**config.mk**
```make
export PLATFORM = sky130hd
export DESIGN_NAME = rca_result_buffer
export DESIGN_NICKNAME = d
export VERILOG_FILES = /design/src/rtl/rca_pkg.sv /design/src/rtl/rca_result_buffer_sync_fifo.sv /design/src/rtl/rca_result_buffer.sv
export SDC_FILE = /design/constraint.sdc
export NUM_CORES = 1
export LEC_CHECK = 0
export ABC_AREA = 1
export ABC_CLOCK_PERIOD_IN_PS = 3600
export BUFFER_PORTS_ARGS = -buffer_cell sky130_fd_sc_hd__buf_2
export CORE_ASPECT_RATIO = 0.6
export CORE_MARGIN = 2
export CORE_UTILIZATION = 50
export DETAILED_ROUTE_END_ITERATION = 7
export PLACE_DENSITY_LB_ADDON = 0.12
export SKIP_LAST_GASP = 1
export SLEW_MARGIN = 20
export SYNTH_ARGS = -nofsm -noshare
export SYNTH_HDL_FRONTEND = slang
export SYNTH_SLANG_ARGS = --single-unit
```
**constraint.sdc**
```tcl
create_clock -name clk -period 3.6 [get_ports clk]
set_input_delay 0.36 -clock clk [delete_from_list [all_inputs] [get_ports clk]]
set_output_delay 0.36 -clock clk [all_outputs]
set_load 0.005 [all_outputs]
```
**src/rtl/rca_pkg.sv**
```systemverilog
// Shared constants and result type for the pipelined ripple-carry adder
// and the stages that consume its output.
package rca_pkg;

   localparam int RCA_WIDTH   = 4;
   localparam int RCA_LATENCY = 2;

   typedef logic [RCA_WIDTH:0] rca_result_t;

endpackage

```
**src/rtl/rca_result_buffer_sync_fifo.sv**
```systemverilog
// First-word fall-through circular FIFO with occupancy count and a sticky
// overflow flag; pointers wrap explicitly so any DEPTH >= 1 works.
module sync_fifo #(
   parameter int  DATA_W = 5,
   parameter int  DEPTH  = 4,
   localparam int CNT_W  = $clog2(DEPTH + 1),
   localparam int PTR_W  = (DEPTH > 1) ? $clog2(DEPTH) : 1
) (
   input  logic              clk,
   input  logic              rst,
   input  logic              push,
   input  logic [DATA_W-1:0] din,
   input  logic              pop,
   output logic [DATA_W-1:0] dout,
   output logic [CNT_W-1:0]  count,
   output logic              full,
   output logic              empty,
   output logic              ovf
);

   logic [DATA_W-1:0] mem [DEPTH];
   logic [PTR_W-1:0]  rd_ptr;
   logic [PTR_W-1:0]  wr_ptr;
   logic              push_ok;
   logic              pop_ok;

   function automatic logic [PTR_W-1:0] ptr_inc(input logic [PTR_W-1:0] p);
      return (p == PTR_W'(DEPTH - 1)) ? '0 : p + 1'b1;
   endfunction

   assign full    = (count == CNT_W'(DEPTH));
   assign empty   = (count == '0);
   assign pop_ok  = pop & ~empty;
   // A pop in the same cycle frees the slot, so a full FIFO can still take a push.
   assign push_ok = push & (~full | pop_ok);
   assign dout    = mem[rd_ptr];

   always_ff @(posedge clk) begin
      if (rst) begin
         rd_ptr <= '0;
         wr_ptr <= '0;
         count  <= '0;
         ovf    <= 1'b0;
      end else begin
         if (push_ok) wr_ptr <= ptr_inc(wr_ptr);
         if (pop_ok)  rd_ptr <= ptr_inc(rd_ptr);
         if (push_ok && !pop_ok)      count <= count + 1'b1;
         else if (pop_ok && !push_ok) count <= count - 1'b1;
         if (push && !push_ok) ovf <= 1'b1;
      end
   end

   always_ff @(posedge clk) begin
      if (push_ok) mem[wr_ptr] <= din;
   end

endmodule

```
**src/rtl/rca_result_buffer.sv**
```systemverilog
// Result stage behind the pipelined adder: tracks issued operations through
// the adder latency, buffers their results and hands out issue credits.
module rca_result_buffer
   import rca_pkg::*;
#(
   parameter int  WIDTH   = RCA_WIDTH,
   parameter int  LATENCY = RCA_LATENCY,
   parameter int  DEPTH   = 4,
   localparam int CNT_W   = $clog2(DEPTH + 1)
) (
   input  logic             clk,
   input  logic             rst,
   input  logic             in_valid,
   output logic             in_ready,
   input  logic [WIDTH-1:0] res_sum,
   input  logic             res_cout,
   output logic             out_valid,
   input  logic             out_ready,
   output logic [WIDTH:0]   out_data,
   output logic [CNT_W-1:0] count,
   output logic             err_ovf
);

   localparam int SUM_W = $clog2(DEPTH + LATENCY + 1);

   logic [LATENCY-1:0] vpipe;
   logic [SUM_W-1:0]   inflight;
   logic               accept;
   logic               push;
   logic               pop;
   logic               fifo_full;
   logic               fifo_empty;

   always_comb begin
      inflight = '0;
      for (int i = 0; i < LATENCY; i++) inflight = inflight + SUM_W'(vpipe[i]);
   end

   // Credits cover both buffered and in-flight results, so a push never finds the FIFO full.
   assign in_ready  = ~fifo_full && ((SUM_W'(count) + inflight) < SUM_W'(DEPTH));
   assign accept    = in_valid & in_ready;
   assign push      = vpipe[LATENCY-1];
   assign out_valid = ~fifo_empty;
   assign pop       = out_valid & out_ready;

   // Valid delay line: one bit per adder issue slot
   always_ff @(posedge clk) begin
      if (rst) begin
         vpipe <= '0;
      end else begin
         vpipe[0] <= accept;
         for (int i = 1; i < LATENCY; i++) vpipe[i] <= vpipe[i-1];
      end
   end

   sync_fifo #(
      .DATA_W (WIDTH + 1),
      .DEPTH  (DEPTH)
   ) u_fifo (
      .clk   (clk),
      .rst   (rst),
      .push  (push),
      .din   ({res_cout, res_sum}),
      .pop   (pop),
      .dout  (out_data),
      .count (count),
      .full  (fifo_full),
      .empty (fifo_empty),
      .ovf   (err_ovf)
   );

endmodule

```
==> impl_metrics.sql, run 1 <==
INSERT INTO impl_metrics (metric_group, metric, value, unit) VALUES
('grt', 'grt_antenna_before_repair', '0', ''),
('layout', 'area.growth.synth_to_final', '15.3', '%'),
('timing', 'slew_viol_final', '0', ''),
('clocking', 'clock_sinks', '32', ''),
('timing', 'fin_worst_skew', '0.00423', 'ns'),
('timing', 'finalHoldWorstSlack', '0.293', 'ns'),
('floorplan', 'fp-row-count', '14', ''),
('min_path', 'min_path_type', 'input pin to flop', ''),
('floorplan', 'count_of_boundary_i_o_pins', '20', ''),
('layout', 'layoutNonFillerInstCount', '197', ''),
('logic_synthesis', 'synth_warnings', '0', ''),
('min_path', 'worstHoldStart', 'rst', ''),
('layout', 'mostFrequentLayoutCell', 'sky130_fd_sc_hd__nor2_1', ''),
('clocking', 'insertion_delay', '0.28', 'ns'),
('timing', 'slew-limit-headroom', '64.2', '%'),
('layout', 'num_antenna_cells', '0', ''),
('routing', 'number_of_nets_still_failing_antenna_checks_after_routing', '0', ''),
('pwr', 'power_density', '676', 'nW/um^2'),
('pwr', 'largest_voltage_drop_on_the_vdd_net', '261', 'uV'),
('layout', 'mostFrequentLayoutCells', 'sky130_fd_sc_hd__nor2_1 (27), sky130_fd_sc_hd__inv_1 (20), sky130_fd_sc_hd__edfxtp_1 (20)', ''),
('routing', 'first_pass_iters', '4', ''),
('setup_path', 'biggest_cell_delay_along_the_critical_path', '0.53', 'ns'),
('clocking', 'tritoncts', 'built', ''),
('logic_synthesis', 'netlist.area_leader.share', '43.3', '%'),
('routing', 'wire_per_inst', '12.7', 'um'),
('floorplan', 'dieArea', '3230', 'sq um'),
('logic_synthesis', 'synth_top_cell_by_area', 'sky130_fd_sc_hd__edfxtp_1', ''),
('logic_synthesis', 'synth_area_leaders', 'sky130_fd_sc_hd__edfxtp_1 (43%), sky130_fd_sc_hd__dfxtp_1 (17%), sky130_fd_sc_hd__nor2_1 (7.3%)', ''),
('logic_synthesis', 'synth_area_per_cell', '9.98', 'sq um'),
('routing', 'drcViolationCount', '0', ''),
('timing', 'finalWorstPathRequiredPeriod', '2.00', 'ns'),
('timing', 'setup-tns-final', '0', 'ns'),
('placed_design', 'dpl.cell_count', '189', ''),
('status', 'outcome', 'finished clean', ''),
('timing', 'worstMarginPinSlew', '0.534', 'ns'),
('timing', 'fin_crit_sh', '55.6', '%'),
('clocking', 'cts_hold_repair.buffers', '0', ''),
('logic_synthesis', 'synth-seq-area-share', '60.6', '%'),
('grt', 'global_route_wire_length_before_repair', '4130', 'um'),
('grt', 'grt_remaining_overflow', '0', ''),
('clocking', 'tritoncts.num_buffers', '5', ''),
('pwr', 'p_leak', '0.683', 'nW'),
('layout', 'filler_cell_count', '214', ''),
('setup_path', 'critPathMaxFanout', '11', ''),
('clocking', 'htree_levels', '2', ''),
('clocking', 'root_buffer', 'sky130_fd_sc_hd__clkbuf_8', ''),
('clocking', 'clock_pin_slew_on_the_worst_setup_and_hold_paths', '0.06', 'ns'),
('grt', 'grt_start_max_net_pins', '12', ''),
('placed_design', 'port_buffer_count', '19', ''),
('setup_path', 'critPathCaptureType', 'output pin', ''),
('logic_synthesis', 'syn-cell-area', '1390', 'sq um'),
('logic_synthesis', 'synth_seq_cells', '32', ''),
('timing', 'max_clock_freq', '0.500', 'GHz'),
('setup_path', 'critPathLaunchType', 'flop', ''),
('grt', 'grt_usage', '18.4', '%'),
('routing', 'via_count', '956', ''),
('layout', 'fraction_of_layout_cells_with_a_size_suffix_above_1', '20.0', '%'),
('routing', 'routed_wl', '2510', 'um'),
('clocking', 'cts.repair.resized', '0', ''),
('setup_path', 'cp_cell_sequence', 'clkinv_1 > o21ai_0 > o22ai_1 > buf_2', ''),
('floorplan', 'initial_utilization', '53.9', '%'),
('setup_path', 'cp_slowest_cell', 'sky130_fd_sc_hd__dfxtp_1', ''),
('floorplan', 'placeableCoreArea', '2570', 'sq um'),
('setup_path', 'worst-setup-path-type', 'flop to output pin', ''),
('layout', 'fin_nets', '181', ''),
('setup_path', 'timing.rr.start', 'u_fifo.count[1]$_SDFFE_PP0P_', ''),
('timing', 'finalHoldViolCount', '0', ''),
('placed_design', 'gp_congestion', '0.752', ''),
('setup_path', 'critPathArrivalTime', '1.64', 'ns'),
('logic_synthesis', 'synthesis.instances', '139', ''),
('flow_run', 'maxCapViolCount', '0', '');
[cell usage after synthesis (all sizes together)]
library cell  instances
nor2                 29
inv                  21
edfxtp               20
nand2                18
dfxtp                12
o21ai                11
ha                    7
nand3                 7
o22ai                 5
a21oi                 4
buf                   1
clkinv                1
fa                    1
or2                   1
xor2                  1
[final timing paths]
check                                  to  cells after the start  slack [ns]
max                           out_data[3]                      4        1.60
min               u_fifo.ovf$_SDFFE_PP0P_                      2        0.29
max reg2reg  u_fifo.count[2]$_SDFFE_PP0P_                     13        1.65
min reg2reg           vpipe[1]$_SDFF_PP0_                      2        0.43
[layout make-up]
type                            instances  area (sq um)  share of cell area, %
Multi-Input combinational cell         84           459                   28.7
Inverter                               22          82.6                   5.16
Clock inverter                          3          13.8                  0.860
Timing Repair Buffer                   19          95.1                   5.94
Tap cell                               32          40.0                   2.50
Clock buffer                            5          68.8                   4.30
Sequential cell                        32           841                   52.5
[layer usage]
metal,vias to the layer above,share of wire [%],track usage [%]
met1,428,52,24.2
met2,21,41,27.0
li1,502,-,-
met5,-,0,0
met3,5,6.1,7.37
met4,0,1.0,8.68
[flip-flops by register name, indices dropped and copies added, names as in the netlist, named ones only]
register       flops
u_fifo.ovf         1
u_fifo.count       3
u_fifo.mem        20
vpipe              2
u_fifo.wr_ptr      2
u_fifo.rd_ptr      2
[logic make-up after synthesis]
kind of cell | share of synthesized area (%)
XOR/XNOR | 0.631
flip-flops | 60.6
buffers and inverters | 6.31
AND/OR/NAND/NOR | 16.8
adder cells (fa/ha/maj) | 7.75
AO/OA/AOI/OAI | 7.93
[worst max-delay path: cells and delay by family, from the launching register on]
kind | cells | cell delay [ns]
compound gates | 2 | 0.36
buf+inv | 2 | 0.48
flops | 1 | 0.53
[report_power, final]
group	switching (mW)	total, mW	internal (mW)
clock network	0.123	0.253	0.131
registers	0.0584	0.493	0.435
logic	0.194	0.335	0.141
[through the flow]
step / cell area, sq um / power (mW) / setup slack [ns]
after floorplan: 1390 / 0.714 / 1.82
after global placement: 1520 / 0.829 / 1.70
after detailed placement: 1520 / 0.838 / 1.63
after CTS: 1600 / 1.09 / 1.60
after global routing: 1600 / 1.17 / 1.43
final: 1600 / 1.08 / 1.60
(Power assumes the default switching activity.)
==> run 2: changes to the inputs <==
Settings changed: ABC_CLOCK_PERIOD_IN_PS 3600 to 1850.
Clock period 3.6 ns to 1.85 ns, I/O delays scaled along.
==> impl_metrics.sql, run 2 (synthesis results as in run 1) <==
INSERT INTO impl_metrics (metric_group, metric, value, unit) VALUES
('routing', 'detailroute.wirelength.met2', '1260', 'um'),
('min_path', 'worstHoldStart', 'rst', ''),
('routing', 'via_count', '1059', ''),
('floorplan', 'placeableCoreArea', '2570', 'sq um'),
('routing', 'initial_drt_markers', '69', ''),
('placed_design', 'gp_congestion', '0.832', ''),
('floorplan', 'initial_utilization', '53.9', '%'),
('clocking', 'root_buffer', 'sky130_fd_sc_hd__clkbuf_8', ''),
('routing', 'number_of_nets_still_failing_antenna_checks_after_routing', '0', ''),
('routing', 'routed_wl', '2810', 'um'),
('timing', 'slew-limit-headroom', '67.9', '%'),
('layout', 'top_registers', 'u_fifo.mem (20), u_fifo.count (3)', ''),
('setup_path', 'biggest_cell_delay_along_the_critical_path', '0.43', 'ns'),
('floorplan', 'die_y', '44.8', 'um'),
('layout', 'fin_nets', '193', ''),
('routing', 'met3_length', '130', 'um'),
('timing', 'max_clock_freq', '0.563', 'GHz'),
('grt', 'grt_start_max_net_pins', '11', ''),
('grt', 'grt_usage', '20.3', '%'),
('grt', 'first_global_vias', '1002', ''),
('timing', 'fin_worst_skew', '0.00698', 'ns'),
('layout', 'top_register', 'u_fifo.mem', ''),
('grt', 'global_route_wire_length_before_repair', '4600', 'um'),
('setup_path', 'critPathArrivalTime', '1.95', 'ns'),
('clocking', 'clock_sinks', '32', ''),
('layout', 'area.growth.synth_to_final', '25.5', '%'),
('clocking', 'htree_levels', '2', ''),
('setup_path', 'cp_cell_sequence', 'inv_2 > buf_12 > a21oi_4 > inv_1 > ha_1 > inv_1 > fa_2 > o21ai_1 > nor2_1', ''),
('clocking', 'cts_hold_repair.buffers', '0', ''),
('clocking', 'tritoncts', 'built', ''),
('pwr', 'largest_voltage_drop_on_the_vdd_net', '725', 'uV'),
('grt', 'grt_antenna_before_repair', '0', ''),
('routing', 'detail_route.wirelength.met1', '1380', 'um'),
('timing', 'setup_repair_after_global_routing_missed_its_margin', 'true', ''),
('timing', 'finalHoldViolCount', '0', ''),
('layout', 'num_antenna_cells', '0', ''),
('flow_run', 'maxCapViolCount', '0', ''),
('timing', 'finalWorstPathRequiredPeriod', '1.78', 'ns'),
('setup_path', 'worst-setup-path-type', 'flop to flop', ''),
('placed_design', 'place_hpwl', '2110', 'um'),
('layout', 'design_area', '1740', 'sq um'),
('setup_path', 'critPathRequiredTime', '2.03', 'ns'),
('setup_path', 'timing.critical_path.mode_cell', 'sky130_fd_sc_hd__inv_1', ''),
('clocking', 'tritoncts.num_buffers', '5', ''),
('setup_path', 'critPathMaxFanout', '3', ''),
('routing', 'viasPerCell', '5.07', ''),
('routing', 'wire_per_inst', '13.4', 'um'),
('status', 'outcome', 'finished clean', ''),
('min_path', 'min_path_type', 'input pin to flop', ''),
('layout', 'mostFrequentLayoutCell', 'sky130_fd_sc_hd__nor2_1', ''),
('setup_path', 'worstRegToRegCells', '9', ''),
('routing', 'top_layer_used', 'met4', ''),
('placed_design', 'port_buffer_count', '19', ''),
('layout', 'mostFrequentLayoutCells', 'sky130_fd_sc_hd__nor2_1 (27), sky130_fd_sc_hd__inv_1 (20), sky130_fd_sc_hd__edfxtp_1 (20)', ''),
('floorplan', 'dieArea', '3230', 'sq um'),
('timing', 'worstMarginPinSlew', '0.480', 'ns'),
('layout', 'fraction_of_layout_cells_with_a_size_suffix_above_1', '29.4', '%'),
('setup_path', 'timing.rr.start', 'u_fifo.count[2]$_SDFFE_PP0P_', ''),
('timing', 'slew_viol_final', '0', ''),
('setup_path', 'critPathLaunchType', 'flop', ''),
('floorplan', 'fp-row-count', '14', ''),
('setup_path', 'crit_start', 'u_fifo.count[2]$_SDFFE_PP0P_', ''),
('layout', 'flip_flop_count_of_the_largest_register_after_layout', '20', ''),
('routing', 'drcViolationCount', '0', ''),
('floorplan', 'floorplan.die.width', '72.0', 'um'),
('grt', 'grt_remaining_overflow', '0', ''),
('routing', 'first_pass_iters', '4', ''),
('pwr', 'p_leak', '0.751', 'nW'),
('setup_path', 'critPathCaptureType', 'flop', ''),
('placed_design', 'place_area', '1580', 'sq um'),
('floorplan', 'count_of_boundary_i_o_pins', '20', ''),
('clocking', 'insertion_delay', '0.29', 'ns'),
('setup_path', 'cp_slowest_cell', 'sky130_fd_sc_hd__fa_2', ''),
('clocking', 'clock_pin_slew_on_the_worst_setup_and_hold_paths', '0.06', 'ns'),
('min_path', 'timing.hold.worst_path_depth', '2', ''),
('clocking', 'number_of_buffers_between_clock_root_and_the_deepest_sink', '2', ''),
('pwr', 'power_density', '1340', 'nW/um^2'),
('layout', 'filler_cell_count', '195', ''),
('timing', 'setup-tns-final', '0', 'ns'),
('timing', 'fin_crit_sh', '96.0', '%'),
('timing', 'finalSetupViolations', '0', '');
[run 2: final timing paths]
kind	end	slack, ns
worst max-delay path	u_fifo.count[1]$_SDFFE_PP0P_	0.07
worst min-delay path	u_fifo.count[0]$_SDFFE_PP0P_	0.1
worst max register to register	u_fifo.count[1]$_SDFFE_PP0P_	0.07
worst min register to register	vpipe[1]$_SDFF_PP0_	0.44
[run 2: final cells by class]
type                       instances  area (sq um)  area share, %
tap                               32          40.0           2.30
clock buffer                       6          72.6           4.17
inverter                          22          82.6           4.74
timing repair buffer              31           198           11.4
clock inverter                     2          7.51          0.431
sequential                        32           845           48.5
multi-input combinational         84           497           28.5
[run 2: report_power, final]
| part | internal, mW | switching [mW] | total, mW | leakage, nW |
|---|---|---|---|---|
| clock network | 0.256 | 0.245 | 0.501 | 0.0403 |
| registers | 0.853 | 0.0696 | 0.923 | 0.280 |
| logic | 0.413 | 0.496 | 0.909 | 0.430 |
[run 2: timing repair]
action / in CTS / in global routing
pin swaps: 0 / 3
gates cloned: 0 / 0
setup endpoints to repair: 1 / 3
gates resized for setup: 1 / 13
setup buffers: 0 / 4
[run 2: routing by layer]
layer | vias to the layer above | GRT usage [%]
li1 | 527 | -
met1 | 505 | 25.7
met2 | 22 | 32.2
met3 | 5 | 8.93
met4 | 0 | 6.42
met5 | - | 0
[run 2: metrics by stage]
stage	worst slack, ns	std cells	hold slack, ns	util, %	power (mW)
after floorplan	0.0658	139	0.254	-	1.39
after global placement	0.124	197	0.389	61.3	1.65
after detailed placement	0.0188	197	0.393	61.3	1.69
after CTS	0.0300	205	0.0923	64.6	2.20
after global routing	-0.0200	209	0.100	67.6	2.50
final	0.0743	209	0.0988	67.6	2.33
[run 2: critical path: cells and delay by family, from the launching register on]
family | cells | cell delay (ns)
simple gates | 1 | 0.05
buf+inv | 4 | 0.35
compound gates | 2 | 0.30
flops | 1 | 0.35
fa+ha+maj | 2 | 0.62
==> run 3: changes to the inputs <==
Settings changed: ABC_AREA 1 to 0.
==> impl_metrics.sql, run 3 <==
INSERT INTO impl_metrics (metric_group, metric, value, unit) VALUES
('floorplan', 'floorplan.die.width', '71.0', 'um'),
('setup_path', 'critPathMaxFanout', '3', ''),
('timing', 'setup_slack', '-0.0250', 'ns'),
('grt', 'grt_antenna_before_repair', '0', ''),
('layout', 'fraction_of_layout_cells_with_a_size_suffix_above_1', '42.1', '%'),
('layout', 'mostFrequentLayoutCell', 'sky130_fd_sc_hd__edfxtp_1', ''),
('logic_synthesis', 'synth_mux_area_share', '11.7', '%'),
('timing', 'finalHoldWorstSlack', '0.117', 'ns'),
('logic_synthesis', 'synth_warnings', '0', ''),
('routing', 'via_count', '786', ''),
('routing', 'wire_per_inst', '15.4', 'um'),
('logic_synthesis', 'synth_seq_cells', '32', ''),
('setup_path', 'critPathArrivalTime', '2.09', 'ns'),
('routing', 'drcViolationCount', '0', ''),
('placed_design', 'place_hpwl', '1730', 'um'),
('floorplan', 'dieArea', '3140', 'sq um'),
('routing', 'first_pass_iters', '4', ''),
('floorplan', 'count_of_boundary_i_o_pins', '20', ''),
('grt', 'grt_start_max_net_pins', '13', ''),
('clocking', 'tritoncts', 'built', ''),
('clocking', 'clock_pin_slew_on_the_worst_setup_and_hold_paths', '0.07', 'ns'),
('setup_path', 'cp_num_buf_inv', '2', ''),
('clocking', 'root_buffer', 'sky130_fd_sc_hd__clkbuf_8', ''),
('clocking', 'htree_levels', '2', ''),
('clocking', 'cts_hold_repair.buffers', '0', ''),
('routing', 'initial_drt_markers', '21', ''),
('timing', 'worstMarginPinSlew', '0.360', 'ns'),
('floorplan', 'fp-row-count', '14', ''),
('logic_synthesis', 'synthTopCellsByCount', 'sky130_fd_sc_hd__edfxtp_1 (20), sky130_fd_sc_hd__dfxtp_1 (12), sky130_fd_sc_hd__ha_1 (7)', ''),
('placed_design', 'port_buffer_count', '19', ''),
('clocking', 'number_of_buffers_between_clock_root_and_the_deepest_sink', '2', ''),
('grt', 'grt_remaining_overflow', '0', ''),
('setup_path', 'critPathLaunchType', 'flop', ''),
('clocking', 'tritoncts.num_buffers', '5', ''),
('timing', 'fin_worst_skew', '0.00987', 'ns'),
('logic_synthesis', 'synth-seq-area-share', '62.5', '%'),
('pwr', 'part_of_the_power_in_combinational_logic', '25.5', '%'),
('logic_synthesis', 'synth-adder-area-share', '7.99', '%'),
('layout', 'top_registers', 'u_fifo.mem (20), u_fifo.count (3)', ''),
('layout', 'area.growth.synth_to_final', '24.0', '%'),
('layout', 'fin_nets', '137', ''),
('logic_synthesis', 'post_synthesis_share_of_cell_area_spent_on_and_or_nand_and_nor_gates', '10.7', '%'),
('grt', 'first_global_vias', '758', ''),
('floorplan', 'initial_utilization', '53.4', '%'),
('floorplan', 'die_y', '44.2', 'um'),
('pwr', 'power.clock.fraction', '25.9', '%'),
('routing', 'number_of_nets_still_failing_antenna_checks_after_routing', '0', ''),
('setup_path', 'critPathCaptureType', 'flop', ''),
('timing', 'finalHoldViolCount', '0', ''),
('setup_path', 'worst-setup-path-type', 'flop to flop', ''),
('floorplan', 'placeableCoreArea', '2520', 'sq um'),
('setup_path', 'critPathRequiredTime', '2.07', 'ns'),
('logic_synthesis', 'synth_area_per_cell', '15.7', 'sq um'),
('setup_path', 'cp_slowest_cell', 'sky130_fd_sc_hd__dfxtp_4', ''),
('setup_path', 'biggest_cell_delay_along_the_critical_path', '0.35', 'ns'),
('pwr', 'p_leak', '0.662', 'nW'),
('pwr', 'power.sequential.fraction', '48.6', '%'),
('setup_path', 'cp_top_delay_family', 'adder cells', ''),
('setup_path', 'timing.rr.start', 'u_fifo.count[2]$_SDFFE_PP0P_', ''),
('status', 'outcome', 'complete, but fails checks', ''),
('timing', 'max_clock_freq', '0.533', 'GHz'),
('logic_synthesis', 'synthMostInstantiatedCell', 'sky130_fd_sc_hd__edfxtp_1', ''),
('timing', 'slew-limit-headroom', '76.0', '%'),
('routing', 'viasPerCell', '5.14', ''),
('pwr', 'p_sw', '507', 'uW'),
('min_path', 'worstHoldStart', 'res_sum[0]', ''),
('timing', 'slew_viol_final', '0', ''),
('grt', 'global_route_wire_length_before_repair', '3800', 'um'),
('pwr', 'power_density', '1140', 'nW/um^2'),
('layout', 'mostFrequentLayoutCells', 'sky130_fd_sc_hd__edfxtp_1 (20), sky130_fd_sc_hd__buf_2 (19), sky130_fd_sc_hd__buf_4 (10)', ''),
('logic_synthesis', 'synth_compound_area_share', '3.53', '%'),
('logic_synthesis', 'dominantRegCellSynth', 'sky130_fd_sc_hd__edfxtp_1', ''),
('logic_synthesis', 'largest_family_of_logic_cells_by_synthesized_area', 'multiplexers', ''),
('logic_synthesis', 'netlist.area_leader.share', '44.6', '%'),
('setup_path', 'crit_start', 'u_fifo.count[2]$_SDFFE_PP0P_', ''),
('timing', 'finalWorstPathRequiredPeriod', '1.87', 'ns'),
('pwr', 'power.total', '1.90', 'mW'),
('routing', 'routed_wl', '2350', 'um'),
('clocking', 'clock_sinks', '32', ''),
('logic_synthesis', 'synth_top_cell_by_area', 'sky130_fd_sc_hd__edfxtp_1', ''),
('placed_design', 'gp_congestion', '0.750', ''),
('layout', 'flip_flop_count_of_the_largest_register_after_layout', '20', ''),
('logic_synthesis', 'synthesis.instances', '86', ''),
('timing', 'finalSetupViolations', '1', ''),
('flow_run', 'maxCapViolCount', '0', ''),
('timing', 'fin_crit_sh', '101', '%'),
('status', 'failed_checks', 'setup timing', ''),
('min_path', 'min_path_type', 'input pin to flop', ''),
('logic_synthesis', 'share_of_flip_flops_with_an_asynchronous_set_or_reset', '0', '%'),
('logic_synthesis', 'synth.net_count', '103', ''),
('clocking', 'insertion_delay', '0.28', 'ns'),
('pwr', 'internal_power', '1.39', 'mW'),
('layout', 'num_antenna_cells', '0', ''),
('logic_synthesis', 'synth.lib_cells_used.distinct', '27', ''),
('logic_synthesis', 'synthXorXnorAreaFrac', '1.30', '%'),
('pwr', 'largest_voltage_drop_on_the_vdd_net', '738', 'uV'),
('setup_path', 'cp_cell_sequence', 'buf_4 > o31ai_4 > ha_4 > inv_2 > fa_2 > xor2_1 > or3_1 > a21oi_1', ''),
('logic_synthesis', 'synth-edff-count', '20', ''),
('layout', 'top_register', 'u_fifo.mem', ''),
('logic_synthesis', 'synth_area_leaders', 'sky130_fd_sc_hd__edfxtp_1 (45%), sky130_fd_sc_hd__dfxtp_1 (18%), sky130_fd_sc_hd__mux4_2 (8.4%)', ''),
('grt', 'grt_usage', '17.9', '%'),
('timing', 'setup_repair_after_global_routing_missed_its_margin', 'true', ''),
('pwr', 'power.switching_fraction', '26.7', '%'),
('logic_synthesis', 'syn-cell-area', '1350', 'sq um');
[run 3: worst reg2reg max path, stage by stage, from the launching register on]
cell,delay (ns)
sky130_fd_sc_hd__dfxtp_4,0.35
sky130_fd_sc_hd__buf_4,0.13
sky130_fd_sc_hd__o31ai_4,0.22
sky130_fd_sc_hd__ha_4,0.18
sky130_fd_sc_hd__inv_2,0.03
sky130_fd_sc_hd__fa_2,0.33
sky130_fd_sc_hd__xor2_1,0.15
sky130_fd_sc_hd__or3_1,0.30
sky130_fd_sc_hd__a21oi_1,0.11
[run 3: kinds of logic after synthesis]
logic type,count (synthesis)
DFF,32
AOI/OAI and AO/OA,7
muxes,9
and+or+nand+nor,22
xor gates and xnor gates,2
buffers and inverters,6
adders and majority gates,8
[run 3: final timing paths]
kind	to	slack [ns]	cells after the start
max	u_fifo.count[2]$_SDFFE_PP0P_	-0.02	8
min	u_fifo.mem[1][0]$_DFFE_PP_	0.12	1
max reg2reg	u_fifo.count[2]$_SDFFE_PP0P_	-0.02	8
min reg2reg	vpipe[1]$_SDFF_PP0_	0.47	1
[run 3: metal layers]
layer	part of all wire (%)	GRT usage (%)	wire [um]
met5	0	0	0
met2	40	22.6	948
met3	5.3	7.74	125
met1	52	25.6	1230
met4	2.0	10.2	48
[run 3: timing repair]
action	CTS	global route
resized for setup	2	3
pin swaps	0	4
buffers inserted	0	3
setup endpoints to repair	2	3
[run 3: power by group through the flow]
stage               Combinational, mW  Sequential [mW]  Clock (mW)
floorplan                       0.301            0.911           0
global placement                0.451            0.932           0
detailed placement              0.458            0.939           0
CTS                             0.462            0.925       0.499
global route                    0.541            0.938       0.529
finish                          0.484            0.922       0.491
[run 3: layout make-up]
type	instances	area, sq um
Clock buffer	7	76.3
Tap cell	32	40.0
Inverter	3	11.3
Timing Repair Buffer	30	181
Clock inverter	1	3.75
Sequential cell	32	852
Multi-Input combinational cell	48	504
Fill cell	190	853
[run 3: metrics by stage]
| step | instances | utilization, % | setup TNS, ns | instance area [sq um] | worst slack, ns |
|---|---|---|---|---|---|
| global placement | 142 | 61.7 | -0.00984 | 1560 | -0.00984 |
| finish | 153 | 66.2 | -0.0250 | 1670 | -0.0250 |
| global route | 153 | 66.2 | -0.135 | 1670 | -0.104 |
| detailed placement | 142 | 61.7 | -0.0670 | 1560 | -0.0670 |
| floorplan | 86 | - | -0.0103 | 1380 | -0.0103 |
| CTS | 150 | 65.0 | -0.0366 | 1640 | -0.0366 |
